<file path="config.mk">
export PLATFORM = sky130hd
export DESIGN_NAME = fifo_sync_ctrl_flat
export DESIGN_NICKNAME = d
export VERILOG_FILES = /design/src/rtl/fifo_sync_ctrl_if.sv /design/src/rtl/fifo_sync_ctrl.sv /design/src/flat_wrapper.sv
export SDC_FILE = /design/constraint.sdc
export NUM_CORES = 1
export LEC_CHECK = 0
export BUFFER_PORTS_ARGS = -buffer_cell sky130_fd_sc_hd__buf_4
export CAP_MARGIN = 20
export CORE_MARGIN = 5
export CORE_UTILIZATION = 50
export DETAILED_ROUTE_END_ITERATION = 8
export GPL_TIMING_DRIVEN = 0
export PLACE_DENSITY = 0.86
export SETUP_SLACK_MARGIN = 0.2
export SKIP_LAST_GASP = 1
export SYNTH_ARGS = -nofsm -noshare
export SYNTH_HDL_FRONTEND = slang
export SYNTH_SLANG_ARGS = --single-unit
</file>
<file path="constraint.sdc">
create_clock -name clk -period 3.9 [get_ports clk]
set_input_delay 0.195 -clock clk [delete_from_list [all_inputs] [get_ports clk]]
set_output_delay 0.195 -clock clk [all_outputs]
set_load 0.01 [all_outputs]
</file>
<file path="src/rtl/fifo_sync_ctrl_if.sv">
// fifo_sync_ctrl_if: write/read handshake and external-memory bus of the FIFO controller
interface fifo_sync_ctrl_if #(
  parameter int DW = 104,
  parameter int AW = 2
);
  logic          wr_access;
  logic          full;
  logic          prog_full;
  logic          overflow;
  logic          mem_write;
  logic [AW-1:0] mem_wr_addr;
  logic [AW-1:0] mem_rd_addr;
  logic [DW-1:0] mem_rd_data;
  logic          rd_access;
  logic [DW-1:0] rd_data;
  logic          rd_wait;
  logic [AW:0]   count;
  modport master (
    input  wr_access, mem_rd_data, rd_wait,
    output full, prog_full, overflow, mem_write, mem_wr_addr, mem_rd_addr, rd_access, rd_data, count
  );
  modport slave (
    output wr_access, mem_rd_data, rd_wait,
    input  full, prog_full, overflow, mem_write, mem_wr_addr, mem_rd_addr, rd_access, rd_data, count
  );
endinterface

</file>
<file path="src/rtl/fifo_sync_ctrl.sv">
// fifo_sync_ctrl: pointer/flag control for a synchronous FIFO over an external memory, with a registered output word
module fifo_sync_ctrl #(
  parameter int DW = 104,
  parameter int AW = 2,
  parameter int PROG_FULL = (1 << AW) - 1
) (
  input logic              clk,
  input logic              reset,
  fifo_sync_ctrl_if.master bus
);
  logic [AW:0]   r_wr_ptr, r_rd_ptr, w_count;
  logic [DW-1:0] r_rd_data;
  logic          r_rd_access, r_overflow, w_empty, w_full, w_write, w_pop;
  always_comb begin
    w_count = r_wr_ptr - r_rd_ptr;
    w_empty = r_wr_ptr == r_rd_ptr;
    w_full  = (r_wr_ptr ^ r_rd_ptr) == {1'b1, {AW{1'b0}}};
    w_write = bus.wr_access & ~w_full;
    w_pop   = ~w_empty & (~r_rd_access | ~bus.rd_wait);
  end
  assign bus.full        = w_full;
  assign bus.prog_full   = w_count >= (AW+1)'(PROG_FULL);
  assign bus.count       = w_count;
  assign bus.overflow    = r_overflow;
  assign bus.mem_write   = w_write;
  assign bus.mem_wr_addr = r_wr_ptr[AW-1:0];
  assign bus.mem_rd_addr = r_rd_ptr[AW-1:0];
  assign bus.rd_access   = r_rd_access;
  assign bus.rd_data     = r_rd_data;
  always_ff @(posedge clk) begin
    if (reset) begin
      r_wr_ptr    <= '0;
      r_rd_ptr    <= '0;
      r_rd_access <= 1'b0;
      r_overflow  <= 1'b0;
      r_rd_data   <= '0;
    end else begin
      if (w_write) r_wr_ptr <= r_wr_ptr + (AW+1)'(1);
      if (bus.wr_access & w_full) r_overflow <= 1'b1;
      // refill the output register whenever it is free or being consumed
      if (w_pop) begin
        r_rd_ptr    <= r_rd_ptr + (AW+1)'(1);
        r_rd_data   <= bus.mem_rd_data;
        r_rd_access <= 1'b1;
      end else if (~bus.rd_wait) begin
        r_rd_access <= 1'b0;
      end
    end
  end
endmodule

</file>
<file path="src/flat_wrapper.sv">
// flat-port wrapper written by rule: the top's interface ports become plain ports
module fifo_sync_ctrl_flat 
#(
  parameter int DW = 104,
  parameter int AW = 2,
  parameter int PROG_FULL = (1 << AW) - 1
)
  (clk, reset, bus_wr_access, bus_mem_rd_data, bus_rd_wait, bus_full, bus_prog_full, bus_overflow, bus_mem_write, bus_mem_wr_addr, bus_mem_rd_addr, bus_rd_access, bus_rd_data, bus_count);
  fifo_sync_ctrl_if #(.DW(DW), .AW(AW)) bus_i ();
  input logic clk;
  input logic reset;
  input wire logic [$bits(bus_i.wr_access)-1:0] bus_wr_access;
  input wire logic [$bits(bus_i.mem_rd_data)-1:0] bus_mem_rd_data;
  input wire logic [$bits(bus_i.rd_wait)-1:0] bus_rd_wait;
  output wire logic [$bits(bus_i.full)-1:0] bus_full;
  output wire logic [$bits(bus_i.prog_full)-1:0] bus_prog_full;
  output wire logic [$bits(bus_i.overflow)-1:0] bus_overflow;
  output wire logic [$bits(bus_i.mem_write)-1:0] bus_mem_write;
  output wire logic [$bits(bus_i.mem_wr_addr)-1:0] bus_mem_wr_addr;
  output wire logic [$bits(bus_i.mem_rd_addr)-1:0] bus_mem_rd_addr;
  output wire logic [$bits(bus_i.rd_access)-1:0] bus_rd_access;
  output wire logic [$bits(bus_i.rd_data)-1:0] bus_rd_data;
  output wire logic [$bits(bus_i.count)-1:0] bus_count;
  assign bus_i.wr_access = bus_wr_access;
  assign bus_i.mem_rd_data = bus_mem_rd_data;
  assign bus_i.rd_wait = bus_rd_wait;
  assign bus_full = bus_i.full;
  assign bus_prog_full = bus_i.prog_full;
  assign bus_overflow = bus_i.overflow;
  assign bus_mem_write = bus_i.mem_write;
  assign bus_mem_wr_addr = bus_i.mem_wr_addr;
  assign bus_mem_rd_addr = bus_i.mem_rd_addr;
  assign bus_rd_access = bus_i.rd_access;
  assign bus_rd_data = bus_i.rd_data;
  assign bus_count = bus_i.count;
  fifo_sync_ctrl #(.DW(DW), .AW(AW), .PROG_FULL(PROG_FULL)) u_core (.clk(clk), .reset(reset), .bus(bus_i));
endmodule
</file>
==> flow_summary.json, run 1 <==
{
  "clk_path_buf_depth": 2,
  "critical_path.endpoint": "bus_prog_full",
  "yosys.area.top_type": "dfxtp_1",
  "numClockSinks": 112,
  "syn_avg_cell_area_sq_um": 9.09,
  "max_freq_mhz": 483,
  "ant_nets": 0,
  "pin_count": 224,
  "cts_root_buf": "clkbuf_8",
  "power_density_nw_per_um2": 722,
  "synth_ff_type": "dfxtp_1",
  "crit_path_start": "u_core.r_wr_ptr[0]",
  "htree_levels": 3,
  "rsz0062_at_grt": "no",
  "r2r_slack_ps": 1880,
  "cts-buffers-inserted": 9,
  "grtUsageTotal_pct": 22.8,
  "fillers": 684,
  "fin_util_pct": 72.3,
  "die_h_microns": 106,
  "yosysSeqAreaShare_pct": 48.7,
  "synth-xor-area-share_pct": 0.570,
  "wl_per_cell_microns": 15.2,
  "viasPerCell": 4.95,
  "crit_path_start_kind": "flop",
  "synth_mux_area_share_pct": 23.5,
  "crit_top_cell": "inv_1",
  "hold_viol": 0,
  "drv_slew": 0,
  "pre_cts_slack_ps": 1890,
  "holdCritPathClass": "in2reg",
  "drtPass1Iterations": 4,
  "synth_compound_area_share_pct": 1.85,
  "syn_nets": 620,
  "postCtsSetupBuffers": 0,
  "rows": 35,
  "crit_required_ps": 3700,
  "worst_pin_slew_ps": 544,
  "vias": 4234,
  "die-width_microns": 106,
  "clkTransAtPathRegs_ps": 110,
  "cp.arrival_ps": 1870,
  "slowest_delay_ps": 450,
  "syn_area_sq_um": 4610,
  "fin_ws_ps": 1830,
  "r2r-end": "u_core.bus.rd_data[54]",
  "skew_ps": 15.8,
  "clk_latency_ps": 360,
  "ctsResizeCount": 0,
  "synthTopCellsByArea": "dfxtp_1, mux2i_1, nand2_1, clkbuf_1, buf_4",
  "run_status": "completed",
  "hpwl_microns": 10400,
  "drc": 0,
  "critPathMaxFanout": 4,
  "drt_first_iter_violations": 121,
  "holdWs_ps": 73.8,
  "max-cap-violations": 0,
  "synthDistinctLibCells": 27,
  "start_util_pct": 50.6,
  "dieArea_sq_um": 11200,
  "critPathKind": "reg2out",
  "r2r_cells": 8,
  "routed_wl_microns": 13000,
  "period_share_pct": 53.0,
  "ctsHoldBuffers": 0,
  "synth_fa_ha_area_share_pct": 1.52,
  "tritoncts": "done",
  "crit_path_top_delay_cell": "fa_1",
  "p_leak_nw": 3.26,
  "io_buffers": 223,
  "antenna_found_initial": 0,
  "slew-limit-headroom_pct": 63.7,
  "crit_path_end_kind": "output port",
  "fin_tns_setup_ps": 0,
  "yosysMostFrequentCell": "nand2_1",
  "period_needed_ps": 2070,
  "first_global_vias": 4257,
  "synth_top_area_share_pct": 48.7,
  "yosysWarnings": 0,
  "setup_viol": 0,
  "drive_above_1_share_pct": 34.5,
  "gp_congestion": 0.865,
  "cp_cell_sequence": "inv_1 -> ha_1 -> inv_1 -> fa_1 -> a21o_1 -> buf_4",
  "synth_top_family_by_area": "multiplexers",
  "async_flop_share_pct": 0,
  "synthToLayoutAreaGrowth_pct": 43.0,
  "diodes": 0,
  "grt.overflow.total": 0,
  "r2r-start": "u_core.r_wr_ptr[0]",
  "synth_seq_cells": 112,
  "synth_edf_count": 0,
  "nets": 854,
  "grt_max_degree": 19,
  "synthTopCellsByCount": "nand2_1, dfxtp_1, mux2i_1, clkbuf_1, buf_4",
  "postSynthCellCount": 507,
  "core_sq_um": 9110,
  "ir_drop_v": 0.000364,
  "grt_pass1_wl_microns": 20800,
  "yosys.area_share.simple_pct": 18.4
}
==> cells by family (layout without fill, tap and decap cells) <==
group           after synthesis  count (layout)
fa+ha+maj                     5               5
simple gates                222             222
mux                         108             108
xor+xnor                      3               3
compound gates               11              11
buf+inv                      46             284
flops                       112             112
==> registers in the layout, indices dropped and copies added (netlist names) <==
| signal | flops |
|---|---|
| u_core.bus.overflow | 1 |
| u_core.bus.rd_access | 1 |
| u_core.bus.rd_data | 104 |
| u_core.r_rd_ptr | 3 |
| u_core.r_wr_ptr | 3 |
==> per-layer routing <==
| layer | vias to the layer above | global-route usage, % | share of wire (%) | wire [microns] |
|---|---|---|---|---|
| li1 | 2099 | - | - | - |
| met1 | 1942 | 26.3 | 39 | 5090 |
| met2 | 178 | 38.4 | 48 | 6210 |
| met3 | 15 | 9.71 | 12 | 1510 |
| met4 | 0 | 6.66 | 1.5 | 189 |
| met5 | - | 0 | 0 | 0 |
==> cells in the final DEF, fill, tap and decap left out, drive strengths merged <==
cell      synthesis  layout
a21oi             1       1
inv               5       7
a211oi            1       1
a31oi             2       2
a21o              1       1
fa                1       1
a311o             1       1
o31ai             1       1
clkinvlp          0       2
clkinv            1       2
dfxtp           112     112
mux2              3       3
nand2           212     212
o211ai            1       1
ha                4       4
o2111ai           1       1
and2              1       1
buf              16     239
mux2i           105     105
clkbuf           24      34
a21boi            2       2
xor2              1       1
xnor2             2       2
nor2              6       6
nand4bb           1       1
nor2b             2       2
==> worst min-delay path by stage <==
stage,endpoint,startpoint,depth (start not counted)
final,u_core.bus.rd_data[20],bus_mem_rd_data[20],3
after global routing,u_core.bus.rd_data[75],bus_mem_rd_data[75],3
after CTS,u_core.bus.rd_data[75],bus_mem_rd_data[75],3
after detailed placement,u_core.bus.rd_data[79],u_core.bus.rd_data[79],2
after global placement,u_core.bus.rd_data[73],u_core.bus.rd_data[73],2
after floorplan,u_core.bus.rd_data[0],bus_mem_rd_data[0],2
==> worst max-delay path, delay by kind of cell (launching register included) <==
kind                       cells  cell delay, ps
adders and majority gates      2             630
DFF                            1             410
AOI/OAI and AO/OA              1             190
buffers and inverters          3             280
==> report_power, final <==
part | switching, W | internal (W)
clock | 0.000383 | 0.000235
sequential | 0.000234 | 0.00155
combinational | 0.00111 | 0.00124
total | 0.00173 | 0.00303
==> metrics by stage <==
stage | total power (W) | instance area, sq um | instances
finish | 0.00476 | 6590 | 856
global route | 0.00506 | 6590 | 856
CTS | 0.00481 | 6590 | 856
detailed placement | 0.00419 | 6420 | 841
global placement | 0.00411 | 6420 | 841
floorplan | 0.00316 | 4610 | 507
==> layout make-up <==
class / count / area [sq um] / share of cell area [%]
tap: 111 / 139 / 2.11
clock buffer: 10 / 128 / 1.94
clock inverter: 5 / 41.3 / 0.627
sequential: 112 / 2240 / 34.0
timing repair buffer: 223 / 1670 / 25.4
multi-input combinational: 349 / 2110 / 32.1
buffer: 40 / 229 / 3.47
inverter: 6 / 22.5 / 0.342
No activity file was read; power rests on OpenSTA's default activity.
==> run 2: changes to the inputs <==
--- a/config.mk
+++ b/config.mk
@@ -8,10 +8,10 @@
 export BUFFER_PORTS_ARGS = -buffer_cell sky130_fd_sc_hd__buf_4
 export CAP_MARGIN = 20
 export CORE_MARGIN = 5
-export CORE_UTILIZATION = 50
+export CORE_UTILIZATION = 46
 export DETAILED_ROUTE_END_ITERATION = 8
 export GPL_TIMING_DRIVEN = 0
-export PLACE_DENSITY = 0.86
+export PLACE_DENSITY = 0.8
 export SETUP_SLACK_MARGIN = 0.2
 export SKIP_LAST_GASP = 1
 export SYNTH_ARGS = -nofsm -noshare
==> constraint.sdc (replaced) <==
create_clock -name clk -period 2.1 [get_ports clk]
set_input_delay 0.105 -clock clk [delete_from_list [all_inputs] [get_ports clk]]
set_output_delay 0.105 -clock clk [all_outputs]
set_load 0.01 [all_outputs]
==> run 2 against run 1 <==
Die area increased by 7.9%. Critical path type unchanged. Sequential power increased by 87%. Flip-flop and latch count stayed put. Largest power group unchanged. Combinational power rose by 120%.
==> flow_summary.json, run 2 (synthesis gave the netlist of run 1 again) <==
{
  "vias": 4833,
  "grtUsageTotal_pct": 26.9,
  "numClockSinks": 112,
  "rsz0062_at_grt": "yes",
  "p_leak_nw": 3.73,
  "crit_path_top_delay_cell": "fa_2",
  "routed_wl_microns": 16400,
  "grt.overflow.total": 0,
  "worst_pin_slew_ps": 644,
  "grt_pass1_wl_microns": 25700,
  "fillers": 580,
  "cp.arrival_ps": 1760,
  "start_util_pct": 47.1,
  "grt_max_degree": 19,
  "path_buf_inv": 3,
  "crit_path_end_kind": "output port",
  "run_status": "completed",
  "htree_levels": 3,
  "max_freq_mhz": 535,
  "viasPerCell": 4.93,
  "pin_count": 224,
  "largest_reg_flops": 104,
  "synthToLayoutAreaGrowth_pct": 68.5,
  "critPathKind": "reg2out",
  "period_needed_ps": 1870,
  "core_sq_um": 9770,
  "antenna_found_initial": 0,
  "skew_ps": 12.9,
  "hold_viol": 0,
  "drtPass1Iterations": 4,
  "wl_per_cell_microns": 16.7,
  "cts-buffers-inserted": 9,
  "setup_viol": 0,
  "holdCritPathClass": "in2reg",
  "final_common_cell": "buf_4",
  "clkTransAtPathRegs_ps": 110,
  "ir_drop_v": 0.000631,
  "cp_cell_sequence": "inv_2 -> ha_4 -> inv_2 -> fa_2 -> xnor2_2 -> a21o_1 -> buf_6",
  "clk_path_buf_depth": 2,
  "final_cell_mix": "buf_4, nand2_1, dfxtp_1",
  "dieArea_sq_um": 12100,
  "clk_latency_ps": 360,
  "total_power_w": 0.00972,
  "fin_util_pct": 79.5,
  "fin_tns_setup_ps": 0,
  "cpLargestDelayFamily": "adder cells",
  "tritoncts": "done",
  "die_h_microns": 110,
  "power_density_nw_per_um2": 1250,
  "gp_congestion": 0.838,
  "drt_first_iter_violations": 159,
  "critPathMaxFanout": 2,
  "crit_top_cell": "inv_2",
  "die-width_microns": 110,
  "slew-limit-headroom_pct": 57.1,
  "io_buffers": 223,
  "period_share_pct": 89.0,
  "drv_slew": 0,
  "rows": 36,
  "crit_required_ps": 2000,
  "ant_nets": 0,
  "holdWs_ps": 13.1,
  "slowest_delay_ps": 380,
  "cts_root_buf": "clkbuf_8",
  "crit_path_start_kind": "flop",
  "max-cap-violations": 0,
  "drc": 0,
  "nets": 954,
  "drive_above_1_share_pct": 33.2,
  "first_global_vias": 5307,
  "hpwl_microns": 10600
}
[run 2: cell count changes in the layout (fill, tap and decap cells not counted), sizes merged]
cell	change
dlygate4sd3	+93
buf	+7
clkinv	+2
inv	-2
clkbuf	+1
diode	+1
[run 2: final timing paths]
kind | start | endpoint | slack [ps] | cells after the start
worst max-delay path | u_core.r_wr_ptr[0] | bus_prog_full | 230 | 7
worst min-delay path | bus_mem_rd_data[18] | u_core.bus.rd_data[18] | 10 | 3
worst max register to register | u_core.r_rd_ptr[1] | u_core.r_rd_ptr[0] | 320 | 7
worst min register to register | u_core.bus.rd_data[21] | u_core.bus.rd_data[21] | 460 | 2
[run 2: cell type report]
type	instances	area [sq um]	area share, %
timing repair buffer	323	2660	34.3
sequential	112	2250	29.0
multi-input combinational	349	2170	28.0
buffer	40	300	3.87
tap	133	166	2.14
clock buffer	11	151	1.95
clock inverter	5	41.3	0.532
inverter	6	22.5	0.290
antenna	1	2.50	0.0322
[run 2: worst min-delay path: stages]
cell and delay, ps:
buf_4 110, nand2_1 50, mux2i_1 60
[run 2: metal layers]
metal  global-route usage, %  wire, microns  up-vias
met1                    28.8           6140     2252
met4                    10.2            493        0
met3                    9.96           1710       46
li1                        -              -     2307
met5                       0              0        -
met2                    48.1           8010      228
[run 2: metrics by stage]
stage	cell area [sq um]	worst slack, ps	std cells
6_report	7770	231	980
5_1_grt	7760	160	979
4_1_cts	7670	192	979
3_5_place_dp	6450	103	863
3_3_place_gp	6450	131	863
2_1_floorplan	4610	308	507
[run 2: where the power goes]
group	internal, W	total, W	switching [W]
clock	0.000504	0.00125	0.000743
sequential	0.00289	0.00335	0.000462
combinational	0.00282	0.00512	0.00230
total	0.00621	0.00972	0.00350
[run 2: what timing repair did]
| action | CTS | global route |
|---|---|---|
| hold buffers | 93 | 0 |
| buffers inserted | 7 | 0 |
| resized for setup | 15 | 22 |
| endpoints found under the hold margin | 93 | 0 |
| endpoints found under the setup margin | 43 | 108 |
| pin swaps | 1 | 3 |
